[src/rtl/uart_pkg.sv]
// ----------------------------------------------------------------------------
// uart_pkg
// Shared definitions for the UART blocks: receiver state encoding and the
// default oversampling / frame-width constants also used by the baud
// generator.
// ----------------------------------------------------------------------------
package uart_pkg;

  localparam int UART_OVERSAMPLE = 16;  // enable ticks per bit period
  localparam int UART_DATA_BITS  = 8;   // data bits per frame, LSB first

  typedef enum logic [1:0] {
    IDLE  = 2'd0,
    START = 2'd1,
    DATA  = 2'd2,
    STOP  = 2'd3
  } rx_state_t;

endpackage : uart_pkg

[src/rtl/uart_sync.sv]
// ----------------------------------------------------------------------------
// uart_sync
// Two-flop synchronizer for a single asynchronous input. Both flops reset to
// RESET_VAL so the synchronized output starts in the line's idle level.
//
// Ports:
//   clk      in   system clock
//   rst      in   asynchronous active-low reset
//   i_async  in   asynchronous input
//   o_sync   out  input re-timed to clk (2 cycles latency)
// ----------------------------------------------------------------------------
module uart_sync #(
  parameter logic RESET_VAL = 1'b1
) (
  input  logic clk,
  input  logic rst,
  input  logic i_async,
  output logic o_sync
);

  logic r_meta;
  logic r_sync;

  always_ff @(posedge clk or negedge rst) begin
    if (!rst) begin
      r_meta <= RESET_VAL;
      r_sync <= RESET_VAL;
    end else begin
      // NOTE: non-blocking assignments make the two flops a true pipeline;
      // blocking ones would collapse them into a single stage.
      r_meta <= i_async;
      r_sync <= r_meta;
    end
  end

  assign o_sync = r_sync;

endmodule : uart_sync

[src/rtl/uart_rx.sv]
// ----------------------------------------------------------------------------
// uart_rx
// 8N1 serial receiver driven by an oversampling enable tick. Each bit is
// sampled in its middle; completed bytes are reported with sticky flags that
// stay set until software acknowledges with clr_rda.
//
// Ports:
//   clk        in   system clock
//   rst        in   asynchronous active-low reset
//   enable     in   oversample tick (OVERSAMPLE per bit period)
//   rxd        in   raw serial line, idle high, asynchronous to clk
//   clr_rda    in   acknowledge: clears rda, frame_err and overrun
//   rx_data    out  last good received byte
//   rda        out  receive data available (sticky)
//   frame_err  out  stop bit sampled low (sticky)
//   overrun    out  byte completed while rda was already set (sticky)
//   busy       out  receiver is not idle
// ----------------------------------------------------------------------------
module uart_rx
  import uart_pkg::*;
#(
  parameter int OVERSAMPLE = UART_OVERSAMPLE,
  parameter int DATA_BITS  = UART_DATA_BITS
) (
  input  logic                 clk,
  input  logic                 rst,
  input  logic                 enable,
  input  logic                 rxd,
  input  logic                 clr_rda,
  output logic [DATA_BITS-1:0] rx_data,
  output logic                 rda,
  output logic                 frame_err,
  output logic                 overrun,
  output logic                 busy
);

  localparam int TICK_W = $clog2(OVERSAMPLE);
  localparam int BIT_W  = $clog2(DATA_BITS + 1);

  localparam logic [TICK_W-1:0] HALF_LAST = TICK_W'(OVERSAMPLE / 2 - 1);
  localparam logic [TICK_W-1:0] FULL_LAST = TICK_W'(OVERSAMPLE - 1);
  localparam logic [BIT_W-1:0]  BIT_LAST  = BIT_W'(DATA_BITS - 1);

  logic                 w_rxd_s;
  rx_state_t            r_state;
  logic [TICK_W-1:0]    r_tick_cnt;
  logic [BIT_W-1:0]     r_bit_cnt;
  logic [DATA_BITS-1:0] r_shift;
  logic [DATA_BITS-1:0] r_rx_data;
  logic                 r_rda;
  logic                 r_frame_err;
  logic                 r_overrun;

  uart_sync #(
    .RESET_VAL (1'b1)
  ) u_sync (
    .clk     (clk),
    .rst     (rst),
    .i_async (rxd),
    .o_sync  (w_rxd_s)
  );

  always_ff @(posedge clk or negedge rst) begin
    if (!rst) begin
      r_state     <= IDLE;
      r_tick_cnt  <= '0;
      r_bit_cnt   <= '0;
      r_shift     <= '0;
      r_rx_data   <= '0;
      r_rda       <= 1'b0;
      r_frame_err <= 1'b0;
      r_overrun   <= 1'b0;
    end else begin
      // Acknowledge first; a byte completing on the same edge assigns the
      // flags again below and therefore takes precedence.
      if (clr_rda) begin
        r_rda       <= 1'b0;
        r_frame_err <= 1'b0;
        r_overrun   <= 1'b0;
      end

      if (enable) begin
        case (r_state)
          IDLE: begin
            if (!w_rxd_s) begin
              r_state    <= START;
              r_tick_cnt <= '0;
            end
          end

          START: begin
            if (r_tick_cnt == HALF_LAST) begin
              // Mid start bit: a line that is high again was only a glitch.
              r_tick_cnt <= '0;
              r_bit_cnt  <= '0;
              r_state    <= w_rxd_s ? IDLE : DATA;
            end else begin
              r_tick_cnt <= r_tick_cnt + TICK_W'(1);
            end
          end

          DATA: begin
            if (r_tick_cnt == FULL_LAST) begin
              r_shift    <= {w_rxd_s, r_shift[DATA_BITS-1:1]};
              r_tick_cnt <= '0;
              r_bit_cnt  <= r_bit_cnt + BIT_W'(1);
              if (r_bit_cnt == BIT_LAST) begin
                r_state <= STOP;
              end
            end else begin
              r_tick_cnt <= r_tick_cnt + TICK_W'(1);
            end
          end

          STOP: begin
            if (r_tick_cnt == FULL_LAST) begin
              // Sampling mid stop bit lets the next start edge be caught
              // immediately for back-to-back frames.
              r_tick_cnt <= '0;
              r_state    <= IDLE;
              if (w_rxd_s) begin
                r_rx_data   <= r_shift;
                r_rda       <= 1'b1;
                r_frame_err <= clr_rda ? 1'b0 : r_frame_err;
                r_overrun   <= clr_rda ? 1'b0 : (r_overrun | r_rda);
              end else begin
                r_frame_err <= 1'b1;
              end
            end else begin
              r_tick_cnt <= r_tick_cnt + TICK_W'(1);
            end
          end

          default: r_state <= IDLE;
        endcase
      end
    end
  end

  assign rx_data   = r_rx_data;
  assign rda       = r_rda;
  assign frame_err = r_frame_err;
  assign overrun   = r_overrun;
  assign busy      = (r_state != IDLE);

endmodule : uart_rx

[config.mk]
export PLATFORM = sky130hd
export DESIGN_NAME = uart_rx
export DESIGN_NICKNAME = d
export VERILOG_FILES = /design/src/rtl/uart_pkg.sv /design/src/rtl/uart_sync.sv /design/src/rtl/uart_rx.sv
export SDC_FILE = /design/constraint.sdc
export NUM_CORES = 1
export LEC_CHECK = 0
export ABC_AREA = 1
export CAP_MARGIN = 20
export CELL_PAD_IN_SITES_DETAIL_PLACEMENT = 0
export CELL_PAD_IN_SITES_GLOBAL_PLACEMENT = 1
export CORE_MARGIN = 2
export CORE_UTILIZATION = 37
export DETAILED_ROUTE_END_ITERATION = 7
export GPL_TIMING_DRIVEN = 0
export PLACE_DENSITY = 0.84
export SYNTH_ARGS = -nofsm -noshare
export SYNTH_HDL_FRONTEND = slang
export SYNTH_HIERARCHICAL = 1
export SYNTH_SLANG_ARGS = --single-unit
[constraint.sdc]
create_clock -name clk -period 1.4 [get_ports clk]
set_input_delay 0.28 -clock clk [delete_from_list [all_inputs] [get_ports clk]]
set_output_delay 0.28 -clock clk [all_outputs]
set_load 0.03 [all_outputs]
==> results of run 1 <==
registers in the layout, summed over array words and instances (netlist names), named ones only:
name	flops
frame_err	1
overrun	1
r_tick_cnt	4
u_sync/r_meta	1
rda	1
r_bit_cnt	4
rx_data	8
u_sync/o_sync	1
r_shift	8
r_state	1
worst max path at each step:
stage	end	slack (ns)	startpoint	cells after the start
6_report	r_shift[3]	-0.001	r_tick_cnt[1]	7
3_5_place_dp	r_state[0]	-0.35	enable	5
3_3_place_gp	rx_data[6]	-0.50	rst	1
4_1_cts	busy	-0.13	r_state[0]	3
2_1_floorplan	r_shift[3]	0.04	r_tick_cnt[0]	7
5_1_grt	r_shift[3]	-0.09	r_tick_cnt[1]	7
cell usage after synthesis, types with 3 or more instances:
library cell / n / area [sq um]
dfrtp_1: 29 / 726
inv_1: 21 / 78.8
nand2_1: 40 / 150
nand3_1: 7 / 35.0
nor2_1: 7 / 26.3
o21ai_0: 9 / 45.0
o21ai_1: 3 / 15.0
o21ai_2: 10 / 87.6
layout by cell type (no fill, tap or decap), types with 6 or more instances in the layout:
cell type       n
nand2_1        35
dfrtp_1        27
inv_1          19
dlygate4sd2_1  12
o21ai_2         9
buf_4           8
o21ai_1         7
nand3_1         6
layer usage:
layer | part of all wire, % | global-route usage (%) | up-vias
met4 | 1.9 | 6.89 | 0
met3 | 4.5 | 4.26 | 7
met1 | 45 | 19.1 | 524
met2 | 49 | 22.5 | 24
met5 | 0 | 0 | -
li1 | - | - | 545
power by group:
| group | switching (mW) | internal [mW] | leakage [nW] | total [mW] |
|---|---|---|---|---|
| clock network | 0.330 | 0.347 | 0.0412 | 0.677 |
| logic | 0.438 | 0.310 | 0.441 | 0.747 |
| registers | 0.139 | 0.993 | 0.415 | 1.13 |
| total | 0.907 | 1.65 | 0.897 | 2.56 |
cells by family after synthesis:
group / count (synthesis) / synth area share (%)
buf+inv: 25 / 7.63
fa+ha+maj: 2 / 1.75
simple gates: 62 / 20.5
xor+xnor: 2 / 1.23
flops: 31 / 54.6
compound gates: 29 / 14.3
what timing repair did:
action	in CTS	in global routing
cloned	0	0
endpoints found under the hold margin	0	0
resized for setup	22	18
buffers inserted	3	5
pin swaps	1	6
setup endpoints to repair	35	26
through the flow:
step                instance area (sq um)  total power, mW  hold slack (ns)  setup TNS (ns)  util (%)
floorplan                            1430             1.52          -0.0156               0         -
detailed placement                   1660             1.68            0.348           -7.70      45.0
global placement                     1650             1.66            0.347          -19.16      44.6
global route                         1850             2.72            0.369           -1.04      50.2
CTS                                  1780             2.45            0.361          -0.128      48.3
finish                               1850             2.56            0.358        -0.00133      50.2
layout make-up:
type / instances / share of cell area [%]
timing repair buffer: 25 / 11.6
tap: 48 / 3.25
sequential: 31 / 42.2
buffer: 2 / 1.69
inverter: 23 / 4.67
clock buffer: 6 / 3.92
clock inverter: 2 / 0.676
multi-input combinational: 95 / 32.0
==> flow_summary_export.csv, run 1 <==
group,metric,value,unit
outcome,status,"finished, violations left",
outcome,violations,"setup timing",
critical_path,critical_path.top_delay_family,"simple AND/OR/NAND/NOR gates",
yosys,yosys.cell_types.count,26,
drt,antenna_left,0,
die,fp-row-count,22,
critical_path,cp_data_required_time,1.57,ns
yosys,syn_area_per_cell,9.45,sq um
place,portBuffers,16,
clock_network,cts_tree,"done",
clock_network,cts_max_level,2,
drt,vias,1100,
pwr,p_leak,0.897,nW
critical_path,cp_max_fo,10,
clock_network,cts_buffers,5,
place,dpl.cell_count,216,
clock_network,clkTransAtPathRegs,0.07,ns
drt,vias_per_cell,4.74,
grt,grt_pass1_wl,4.86,mm
critical_path,cp_cell_sequence,"ha_4 -> nand3_2 -> nor2_4 -> nand2_4 -> buf_12 -> nand2_1 -> o21ai_2",
critical_path,crit_path_max_incr_delay,0.41,ns
critical_path,r2r_start,"r_tick_cnt[1]",
die,core,3690,sq um
critical_path,path_class,"register to register",
critical_path,rr_worst_depth,7,
sta,fin_crit_sh,100,%
critical_path,crit_arrival,1.58,ns
clock_network,clockRootBuffer,"clkbuf_8",
die,die_h,66.1,um
yosys,synth_area,1430,sq um
hold_path,worstHoldStart,"u_sync/r_meta",
drt,drc,0,
yosys,syn_nets,158,
sta,rsz0062_at_grt,"yes",
clock_network,cts_max_path_buffers,2,
die,io_pins,17,
drt,first_iter_violations,55,
yosys,syn_inst,151,
finish,final-seq-area,781,sq um
sta,setup_viol,1,
hold_path,hold_depth,0,
finish,fillers,379,
clock_network,clk_latency,0.28,ns
critical_path,timing.rr.end,"r_shift[3]",
place,routabilityCongestion,0.799,
hold_path,whs_endpoint,"u_sync/o_sync",
grt,grt_pass1_vias,1074,
grt,grt-ovfl-total,0,
finish,n_antenna_cell,0,
die,dieArea,4370,sq um
sta,hold_violations,0,
finish,multi_input_area,592,sq um
hold_path,hold_path_class,"register to register",
grt,antenna_found_initial,0,
yosys,yosysWarnings,6,
yosys,synth_edf_count,0,
sta,slew_violations,0,
finish,area_growth,29.7,%
drt,drt-pass1-iter-count,4,
place,dp_hpwl,1.92,mm
sta,tightestPinTransition,0.933,ns
sta,fmax,0.714,GHz
critical_path,cp-end-kind,"register",
sta,fin_crit,1.40,ns
critical_path,cp_slowest_cell,"dfrtp_1",
grt,grt_max_degree,21,
finish,layout.cells.non_filler,232,
critical_path,startpoint_type,"register",
finish,drive_gt1_share,28.3,%
critical_path,r2r_slack,-0.001,ns
die,start_util,38.7,%
finish,finalNetCount,190,
pwr,power_density,1380,nW/um^2
pwr,max-vdd-ir-drop,0.596,mV
place,detailedPlace.worstSlack,-0.352,ns
sta,slew_headroom,37.6,%
drt,drt-wirelength-per-cell,11.9,um
sta,finalClockSkew,0.00398,ns
drt,wirelength,2.77,mm
sta,worst_slack,-0.00133,ns
clock_network,cts.sinks,31,
clock_network,postCtsHoldBufs,0,
critical_path,path_buf_inv,1,
yosys,synth_ff_type,"dfrtp_1",
die,die_width,66.1,um
flow_run,cap_violations,0,
grt,grt_usage,14.7,%
yosys,yosysSeqAreaShare,54.6,%
yosys,synth_seq_cells,31,
yosys,async_flop_share,100,%
Power figures use the tool's default switching activity.
==> run 2: changes to the inputs <==
HOLD_SLACK_MARGIN = 0.02   (was unset)
==> results of run 2 <==
Same layout as run 1: the final DEF is identical, and so are final timing and power.
==> run 3: changes to the inputs <==
==> constraint.sdc (replaced) <==
create_clock -name clk -period 1.4 [get_ports clk]
set_input_delay 0.35 -clock clk [delete_from_list [all_inputs] [get_ports clk]]
set_output_delay 0.35 -clock clk [all_outputs]
set_load 0.03 [all_outputs]
==> run 3 against run 2 <==
The run still ends with setup timing left. Non-clock buffer count up 1. Sequential cell count unchanged. Final cell count increased by 0.43%. First-iteration DRC count down 15%. Sequential power barely moved. Critical endpoint is now busy. Highest routed layer unchanged.
==> flow_summary_export.csv, run 3 (synthesis gave the netlist of run 1 again) <==
group,metric,value,unit
outcome,status,"finished, violations left",
outcome,violations,"setup timing",
finish,fillers,373,
place,dp_hpwl,1.92,mm
sta,fin_crit,1.40,ns
grt,grt_max_degree,21,
grt,grt_pass1_wl,4.86,mm
sta,slew_headroom,37.5,%
finish,layout.cells.non_filler,233,
pwr,pwr-share-clk,26.0,%
die,start_util,38.7,%
critical_path,cp-end-kind,"primary output",
critical_path,timing.rr.end,"r_shift[3]",
flow_run,cap_violations,0,
sta,setup_viol,1,
drt,vias,1101,
drt,drt-wirelength-per-cell,12.0,um
critical_path,r2r_start,"r_tick_cnt[1]",
die,dieArea,4370,sq um
critical_path,path_class,"register to primary output",
critical_path,cp_cell_sequence,"nor2_4 -> inv_2 -> buf_6",
sta,fmax,0.714,GHz
sta,worst_slack,-0.000329,ns
critical_path,critical_path.top_delay_family,"flip-flops",
drt,dr_wl_met2,1.39,mm
pwr,swShare,35.3,%
critical_path,cp_data_required_time,1.05,ns
grt,grt_pass1_vias,1074,
clock_network,cts_max_path_buffers,2,
pwr,p_leak,0.873,nW
clock_network,clockRootBuffer,"clkbuf_8",
critical_path,crit_arrival,1.05,ns
sta,tightestPinTransition,0.936,ns
clock_network,clkTransAtPathRegs,0.07,ns
clock_network,cts_tree,"done",
die,die_h,66.1,um
finish,final_common_cell,"nand2_1",
clock_network,cts_buffers,5,
critical_path,path_buf_inv,2,
grt,antenna_found_initial,0,
die,io_pins,17,
clock_network,cts.sinks,31,
critical_path,startpoint_type,"register",
finish,n_antenna_cell,0,
pwr,max-vdd-ir-drop,0.601,mV
pwr,sequentialPowerShare,43.5,%
drt,wirelength,2.80,mm
finish,mostFrequentLayoutCells,"nand2_1 (35), dfrtp_1 (27), inv_1 (18)",
drt,routed.top_layer,"met4",
drt,first_iter_violations,47,
sta,fin_crit_sh,100,%
grt,grt_usage,14.7,%
finish,area_growth,30.1,%
place,portBuffers,16,
critical_path,rr_worst_depth,7,
sta,fin_tns_setup,-0.000329,ns
place,detailedPlace.worstSlack,-0.422,ns
critical_path,cp_slowest_cell,"dfrtp_2",
grt,grt-ovfl-total,0,
pwr,power.internal,1.68,mW
sta,slew_violations,0,
finish,drive_gt1_share,31.9,%
die,core,3690,sq um
clock_network,clk_latency,0.28,ns
pwr,combPwrFrac,30.5,%
die,fp-row-count,22,
critical_path,cp_max_fo,5,
pwr,switching_power,920,uW
sta,finalClockSkew,0.00417,ns
drt,drc,0,
sta,rsz0062_at_grt,"yes",
sta,hold_violations,0,
finish,finalNetCount,191,
pwr,power_density,1400,nW/um^2
drt,antenna_left,0,
drt,wl_met1,1.25,mm
clock_network,cts_max_level,2,
critical_path,r2r_slack,-0.0003,ns
critical_path,crit_path_max_incr_delay,0.46,ns
drt,drt-pass1-iter-count,4,
drt,vias_per_cell,4.73,
place,dpl.cell_count,216,
place,routabilityCongestion,0.799,
die,die_width,66.1,um
hold_path,hold_path_class,"input port to async pin",
drt,route.met3.wl,118,um
-- run 3: cell types whose count changed in the layout (fill, tap and decap cells not counted) --
cell | previous run | this run
buf_2 | 1 | 0
buf_4 | 8 | 9
buf_6 | 1 | 2
clkbuf_2 | 0 | 5
clkdlybuf4s15_1 | 0 | 6
clkdlybuf4s50_1 | 3 | 2
dlygate4sd2_1 | 12 | 1
dlymetal6s2s_1 | 0 | 1
inv_1 | 19 | 18
inv_2 | 4 | 5
-- run 3: layer usage --
layer  vias to the layer above  global-route usage, %
met1                       531                   19.1
met5                         -                      0
met3                         7                   4.26
met4                         0                   6.89
li1                        545                      -
met2                        18                   22.5
-- run 3: worst max-delay path by stage --
| stage | from | endpoint | slack, ns | cells past startpoint |
|---|---|---|---|---|
| after detailed placement | enable | r_state[0] | -0.42 | 5 |
| after global routing | r_tick_cnt[1] | r_shift[3] | -0.08 | 7 |
| final | register | busy | -0.0003 | 3 |
| after global placement | rst | rx_data[6] | -0.57 | 1 |
| after CTS | r_state[0] | busy | -0.20 | 3 |
| after floorplan | r_tick_cnt[0] | r_shift[3] | 0.04 | 7 |
-- run 3: power by group through the flow --
stage / logic (mW) / registers [mW] / clock network, mW
floorplan: 0.435 / 1.08 / 0
global placement: 0.556 / 1.10 / 0
detailed placement: 0.572 / 1.11 / 0
CTS: 0.629 / 1.12 / 0.700
global route: 0.882 / 1.14 / 0.746
finish: 0.793 / 1.13 / 0.678
-- run 3: per-stage QoR --
stage	utilization, %	power [mW]	hold slack (ns)	instance area [sq um]
CTS	48.4	2.45	0.361	1790
global placement	44.6	1.66	0.347	1650
global route	50.3	2.77	0.265	1860
floorplan	-	1.52	0.0544	1430
detailed placement	45.0	1.68	0.348	1660
finish	50.3	2.60	0.204	1860
-- run 3: layout make-up --
cell class,instances,area (sq um),area share (%)
Buffer,2,31.3,1.69
Timing Repair Buffer,26,220,11.9
Inverter,23,86.3,4.65
Tap cell,48,60.1,3.24
Clock inverter,2,12.5,0.674
Multi-Input combinational cell,95,592,31.9
Sequential cell,31,781,42.1
Clock buffer,6,72.6,3.91
-- run 3: what timing repair did --
action	CTS	global route
setup endpoints to repair	36	40
hold buffers	0	0
buffers inserted	3	6
resized for setup	25	36
pin swaps	1	6
